### src/rtl/seq_1101_tx_if.sv
`default_nettype none
// ============================================================================
//  Module   : seq_1101_tx_if
//  Brief    : Payload word handshake (valid/ready) into the 1101 transmitter
//  Revision : 1.0  initial release
// ============================================================================
interface seq_1101_tx_if #(
  parameter int DATA_W = 8
);
  logic              in_valid;
  logic [DATA_W-1:0] in_data;
  logic              in_ready;

  // Word producer side
  modport master (
    output in_valid,
    output in_data,
    input  in_ready
  );

  // Transmitter side
  modport slave (
    input  in_valid,
    input  in_data,
    output in_ready
  );
endinterface
`default_nettype wire

### src/rtl/seq_1101_tx.sv
`default_nettype none
// ============================================================================
//  Module   : seq_1101_tx
//  Brief    : Serial frame transmitter: sync 1101, zero-stuffed MSB-first
//             payload, trailer 00. Stuffing keeps 1101 unique per frame.
//  Revision : 1.0  initial release
// ============================================================================
module seq_1101_tx #(
  parameter int DATA_W = 8
) (
  input  logic         clk,
  input  logic         rst_n,
  seq_1101_tx_if.slave in_if,
  output logic         out,
  output logic         out_en,
  output logic         busy,
  output logic         frame_done
);

  localparam int         CNT_W      = $clog2(DATA_W + 1);
  localparam logic [3:0] C_SYNC_PAT = 4'b1101;

  // Each state names the kind of bit currently on the line
  typedef enum logic [2:0] {
    S_IDLE  = 3'd0,
    S_SYNC  = 3'd1,
    S_DATA  = 3'd2,
    S_STUFF = 3'd3,
    S_TRAIL = 3'd4
  } state_t;

  state_t            state_q, state_d;
  logic [1:0]        phase_q, phase_d;   // index within sync / trailer
  logic [CNT_W-1:0]  cnt_q,   cnt_d;     // payload bits consumed
  logic [DATA_W-1:0] shift_q, shift_d;   // payload, next bit at MSB
  logic [2:0]        hist_q,  hist_d;    // last three bits put on the line
  logic              out_q,   out_d;
  logic              payload_step;

  // State, datapath and line registers; reset clears the line at once
  always_ff @(posedge clk or negedge rst_n) begin
    if (!rst_n) begin
      state_q <= S_IDLE;
      phase_q <= '0;
      cnt_q   <= '0;
      shift_q <= '0;
      hist_q  <= '0;
      out_q   <= 1'b0;
    end else begin
      state_q <= state_d;
      phase_q <= phase_d;
      cnt_q   <= cnt_d;
      shift_q <= shift_d;
      hist_q  <= hist_d;
      out_q   <= out_d;
    end
  end

  // Choose the next line bit; out_d is what the line shows next cycle
  always_comb begin
    state_d      = state_q;
    phase_d      = phase_q;
    cnt_d        = cnt_q;
    shift_d      = shift_q;
    out_d        = 1'b0;
    payload_step = 1'b0;

    case (state_q)
      S_IDLE: begin
        if (in_if.in_valid) begin
          state_d = S_SYNC;
          phase_d = 2'd0;
          cnt_d   = '0;
          shift_d = in_if.in_data;
          out_d   = C_SYNC_PAT[3];
        end
      end
      S_SYNC: begin
        if (phase_q == 2'd3) begin
          payload_step = 1'b1;
        end else begin
          phase_d = phase_q + 2'd1;
          out_d   = C_SYNC_PAT[2'd2 - phase_q];
        end
      end
      S_DATA, S_STUFF: begin
        payload_step = 1'b1;
      end
      S_TRAIL: begin
        if (phase_q == 2'd0) begin
          phase_d = 2'd1;
        end else begin
          state_d = S_IDLE;
          phase_d = 2'd0;
        end
      end
      default: begin
        state_d = S_IDLE;
      end
    endcase

    // Shared by the last sync bit and every payload/stuff bit: a 1 that
    // would complete 110->1 on the line is held back behind a stuffed 0.
    if (payload_step) begin
      if (cnt_q == CNT_W'(DATA_W)) begin
        state_d = S_TRAIL;
        phase_d = 2'd0;
      end else if (hist_q == 3'b110 && shift_q[DATA_W-1]) begin
        state_d = S_STUFF;
      end else begin
        state_d = S_DATA;
        out_d   = shift_q[DATA_W-1];
        shift_d = shift_q << 1;
        cnt_d   = cnt_q + CNT_W'(1);
      end
    end

    // History follows every emitted bit and is cleared between frames
    if (state_d == S_IDLE) begin
      hist_d = '0;
    end else begin
      hist_d = {hist_q[1:0], out_d};
    end
  end

  assign out            = out_q;
  assign out_en         = (state_q != S_IDLE);
  assign busy           = (state_q != S_IDLE);
  assign frame_done     = (state_q == S_TRAIL) && (phase_q == 2'd1);
  assign in_if.in_ready = (state_q == S_IDLE);

endmodule
`default_nettype wire

### src/flat_wrapper.sv
// flat-port wrapper written by rule: the top's interface ports become plain ports
module seq_1101_tx_flat 
#(
  parameter int DATA_W = 8
)
  (clk, rst_n, out, out_en, busy, frame_done, in_if_in_valid, in_if_in_data, in_if_in_ready);
  seq_1101_tx_if #(.DATA_W(DATA_W)) in_if_i ();
  input  logic clk;
  input  logic rst_n;
  output logic out;
  output logic out_en;
  output logic busy;
  output logic frame_done;
  input wire logic [$bits(in_if_i.in_valid)-1:0] in_if_in_valid;
  input wire logic [$bits(in_if_i.in_data)-1:0] in_if_in_data;
  output wire logic [$bits(in_if_i.in_ready)-1:0] in_if_in_ready;
  assign in_if_i.in_valid = in_if_in_valid;
  assign in_if_i.in_data = in_if_in_data;
  assign in_if_in_ready = in_if_i.in_ready;
  seq_1101_tx #(.DATA_W(DATA_W)) u_core (.clk(clk), .rst_n(rst_n), .in_if(in_if_i), .out(out), .out_en(out_en), .busy(busy), .frame_done(frame_done));
endmodule
### config.mk
export PLATFORM = sky130hd
export DESIGN_NAME = seq_1101_tx_flat
export DESIGN_NICKNAME = d
export VERILOG_FILES = /design/src/rtl/seq_1101_tx_if.sv /design/src/rtl/seq_1101_tx.sv /design/src/flat_wrapper.sv
export SDC_FILE = /design/constraint.sdc
export NUM_CORES = 1
export LEC_CHECK = 0
export BUFFER_PORTS_ARGS = -buffer_cell sky130_fd_sc_hd__buf_2
export CORE_MARGIN = 2
export CORE_UTILIZATION = 40
export DETAILED_ROUTE_END_ITERATION = 7
export SKIP_LAST_GASP = 1
export SYNTH_ARGS = -nofsm -noshare
export SYNTH_HDL_FRONTEND = slang
export SYNTH_SLANG_ARGS = --single-unit
### constraint.sdc
create_clock -name clk -period 1.9 [get_ports clk]
set_input_delay 0.285 -clock clk [delete_from_list [all_inputs] [get_ports clk]]
set_output_delay 0.285 -clock clk [all_outputs]
set_load 0.005 [all_outputs]
==> flow_summary.json <==
{
  "outcome": "complete, no violations",
  "vias": 859,
  "rsz0062_at_grt": "no",
  "yosysMostFrequentCell": "dfrtp_1",
  "synth_area_leaders": "dfrtp_1 (47%), nand2_1 (6.7%), mux2i_1 (6.3%)",
  "power_density_mw_per_mm2": 1690,
  "drive_above_1_share_pct": 20.6,
  "fin_crit_ps": 1610,
  "dpl.hpwl_um": 1530,
  "cts_resized": 0,
  "final_hold_viol_count": 0,
  "wl_per_cell_um": 12.8,
  "cts_buffers": 3,
  "drv_slew": 0,
  "globalRouteTotalUtil_pct": 14.4,
  "synthArstFlopShare_pct": 100,
  "yosys.area.top_type_share_pct": 46.9,
  "path_cells": "inv_1 > ha_1 > and3b_1 > nor4_4 > buf_4 > o21ai_0",
  "cp-start-kind": "flip-flop",
  "fmax_mhz": 620,
  "viasPerCell": 5.30,
  "cts_root_buffer": "clkbuf_4",
  "core_mm2": 0.00271,
  "netSwitchingFraction_pct": 42.8,
  "syn_inst": 115,
  "io_buffers": 15,
  "fin_cells": 162,
  "syn_area_mm2": 0.00112,
  "yosysWarnings": 0,
  "end_kind": "flip-flop",
  "crit_path_top_delay_cell": "dfrtp_1",
  "synth_nets": 128,
  "intPower_mw": 1.20,
  "ys_types": 32,
  "cts_hold_buf": 1,
  "ys_seq_area_share_pct": 46.9,
  "die-width_um": 56.9,
  "h-tree-depth": 1,
  "ys_seq_elements": 21,
  "die-area_mm2": 0.00324,
  "hp-class": "input port to flip-flop",
  "stdcell_area_mm2": 0.00124,
  "grt-ovfl-total": 0,
  "path_delay_family": "simple AND/OR/NAND/NOR gates",
  "place_inst": 157,
  "setup_violations": 0,
  "path_buf_inv": 2,
  "synth_edf_count": 0,
  "critPathKind": "flip-flop to flip-flop",
  "num_rows": 19,
  "die_y_um": 56.9,
  "seq_area_um2": 526,
  "io_pins": 16,
  "diodes": 0,
  "relSlewSlack_pct": 69.0,
  "drt-initial-drc-count": 13,
  "hold_ws_ps": 244,
  "clk_path_buf_depth": 2,
  "multi_input_area_um2": 536,
  "grt_max_degree": 22,
  "p_switching_uw": 899,
  "start_util_pct": 41.4,
  "cts_setup_buffers": 0,
  "routed_wl_um": 2080,
  "cp_max_fo": 19,
  "synth-main-ff-cell": "dfrtp_1",
  "cp.arrival_ps": 1800,
  "first_pass_iters": 4,
  "clock_power_share_pct": 10.0,
  "fin_tns_setup_ps": 0,
  "yosys-top-cells-count": "dfrtp_1 (21), nand2_1 (20), o21ai_0 (10)",
  "cp.required_ps": 2090,
  "syn_area_per_cell_um2": 9.75,
  "postRouteAntennaNets": 0,
  "fin_worst_skew_ps": 4.64,
  "seqPwrFrac_pct": 42.4,
  "grt_pass1_wl_um": 3660,
  "layout.nets": 145,
  "antenna_found_initial": 0,
  "power.total_mw": 2.10,
  "drc": 0,
  "worst_pin_slew_ps": 465,
  "maxCapViolCount": 0,
  "p_comb_share_pct": 47.6,
  "clkLatencyLatePin_ps": 300,
  "ir_worst_vdd_v": 0.000861,
  "path_clk_slew_ps": 110,
  "area_growth_pct": 11.0,
  "nFillCells": 289,
  "slowest_delay_ps": 400,
  "final.period_utilization_pct": 84.9,
  "cts.sinks": 21,
  "placedInstanceArea_mm2": 0.00121,
  "grt_pass1_vias": 860,
  "p_leak_nw": 0.588,
  "gp_routability_congestion": 0.794,
  "cts_tree": "built",
  "yosys.area.top_type": "dfrtp_1"
}
[state kept, by name, summed over array words and instances, names as in the netlist]
| name | count |
|---|---|
| u_core.cnt_q | 4 |
| u_core.phase_q | 2 |
| u_core.state_q | 3 |
| u_core.hist_q | 3 |
| u_core.out | 1 |
| u_core.shift_q | 8 |
[worst reg2reg max path: cells and delay by family, from the launching register on]
kind | cells | cell delay (ps)
AOI/OAI and AO/OA | 1 | 120
adders and majority gates | 1 | 210
and+or+nand+nor | 2 | 450
DFF | 1 | 400
buffers and inverters | 2 | 310
[power groups by stage]
| stage | clock, mW | combinational [mW] | sequential (mW) |
|---|---|---|---|
| CTS | 0.220 | 1.02 | 0.889 |
| floorplan | 0 | 0.924 | 0.768 |
| detailed placement | 0 | 1.01 | 0.899 |
| global route | 0.249 | 1.16 | 0.923 |
| finish | 0.211 | 1.00 | 0.890 |
| global placement | 0 | 0.974 | 0.892 |
[layer usage]
metal | vias up | global-route usage [%] | wire, µm
met1 | 406 | 19.4 | 959
li1 | 435 | - | -
met3 | 4 | 2.04 | 65
met5 | - | 0 | 0
met2 | 14 | 22.8 | 1030
met4 | 0 | 6.98 | 27
[worst paths after layout]
| kind | to | start | slack [ps] | cells after the start |
|---|---|---|---|---|
| worst max-delay path | u_core.shift_q[7] | u_core.cnt_q[0] | 290 | 6 |
| worst min-delay path | u_core.shift_q[0] | in_if_in_data[0] | 240 | 3 |
| worst max register to register | u_core.shift_q[7] | u_core.cnt_q[0] | 290 | 6 |
| worst min register to register | u_core.shift_q[1] | u_core.shift_q[0] | 500 | 2 |
| max in group asynchronous | u_core.shift_q[1] | rst_n | 1130 | 2 |
| min in group asynchronous | u_core.cnt_q[3] | rst_n | 450 | 2 |
[kinds of logic (layout without fill, tap and decap cells)]
| kind of cell | after synthesis | after routing | share of synthesized area [%] |
|---|---|---|---|
| AND/OR/NAND/NOR | 47 | 47 | 22.9 |
| multiplexers | 7 | 7 | 6.25 |
| flip-flops | 21 | 21 | 46.9 |
| adder cells (fa/ha/maj) | 2 | 2 | 2.23 |
| buffers and inverters | 10 | 26 | 5.36 |
| AO/OA/AOI/OAI | 28 | 28 | 16.4 |
[cells in the final DEF, fill, tap and decap left out, drive strengths merged, types with 2 or more instances in the layout]
master and n:
o211ai 3, or2 2, o21a 2, nand2 21, a211oi 2, mux2i 7, inv 3, clkbuf 4
a21o 2, o21ai 11, nor2 6, a21oi 5, nand3 2, buf 18, nor3 7, dfrtp 21
ha 2, nor4 2, a22oi 2
[per-stage QoR]
step                      worst slack (ps)  util, %
after CTS                              276     45.9
final                                  287     45.9
after floorplan                        331        -
after detailed placement               290     44.6
after global placement                 357     44.6
after global routing                  93.3     45.9
[cell type report]
| type | count | area share (%) |
|---|---|---|
| clock buffers | 4 | 2.11 |
| multi-input cells | 84 | 43.0 |
| inverters | 3 | 0.905 |
| flip-flops and latches | 21 | 42.2 |
| repair buffers | 19 | 8.64 |
| well taps | 31 | 3.12 |
(Power assumes the default switching activity.)
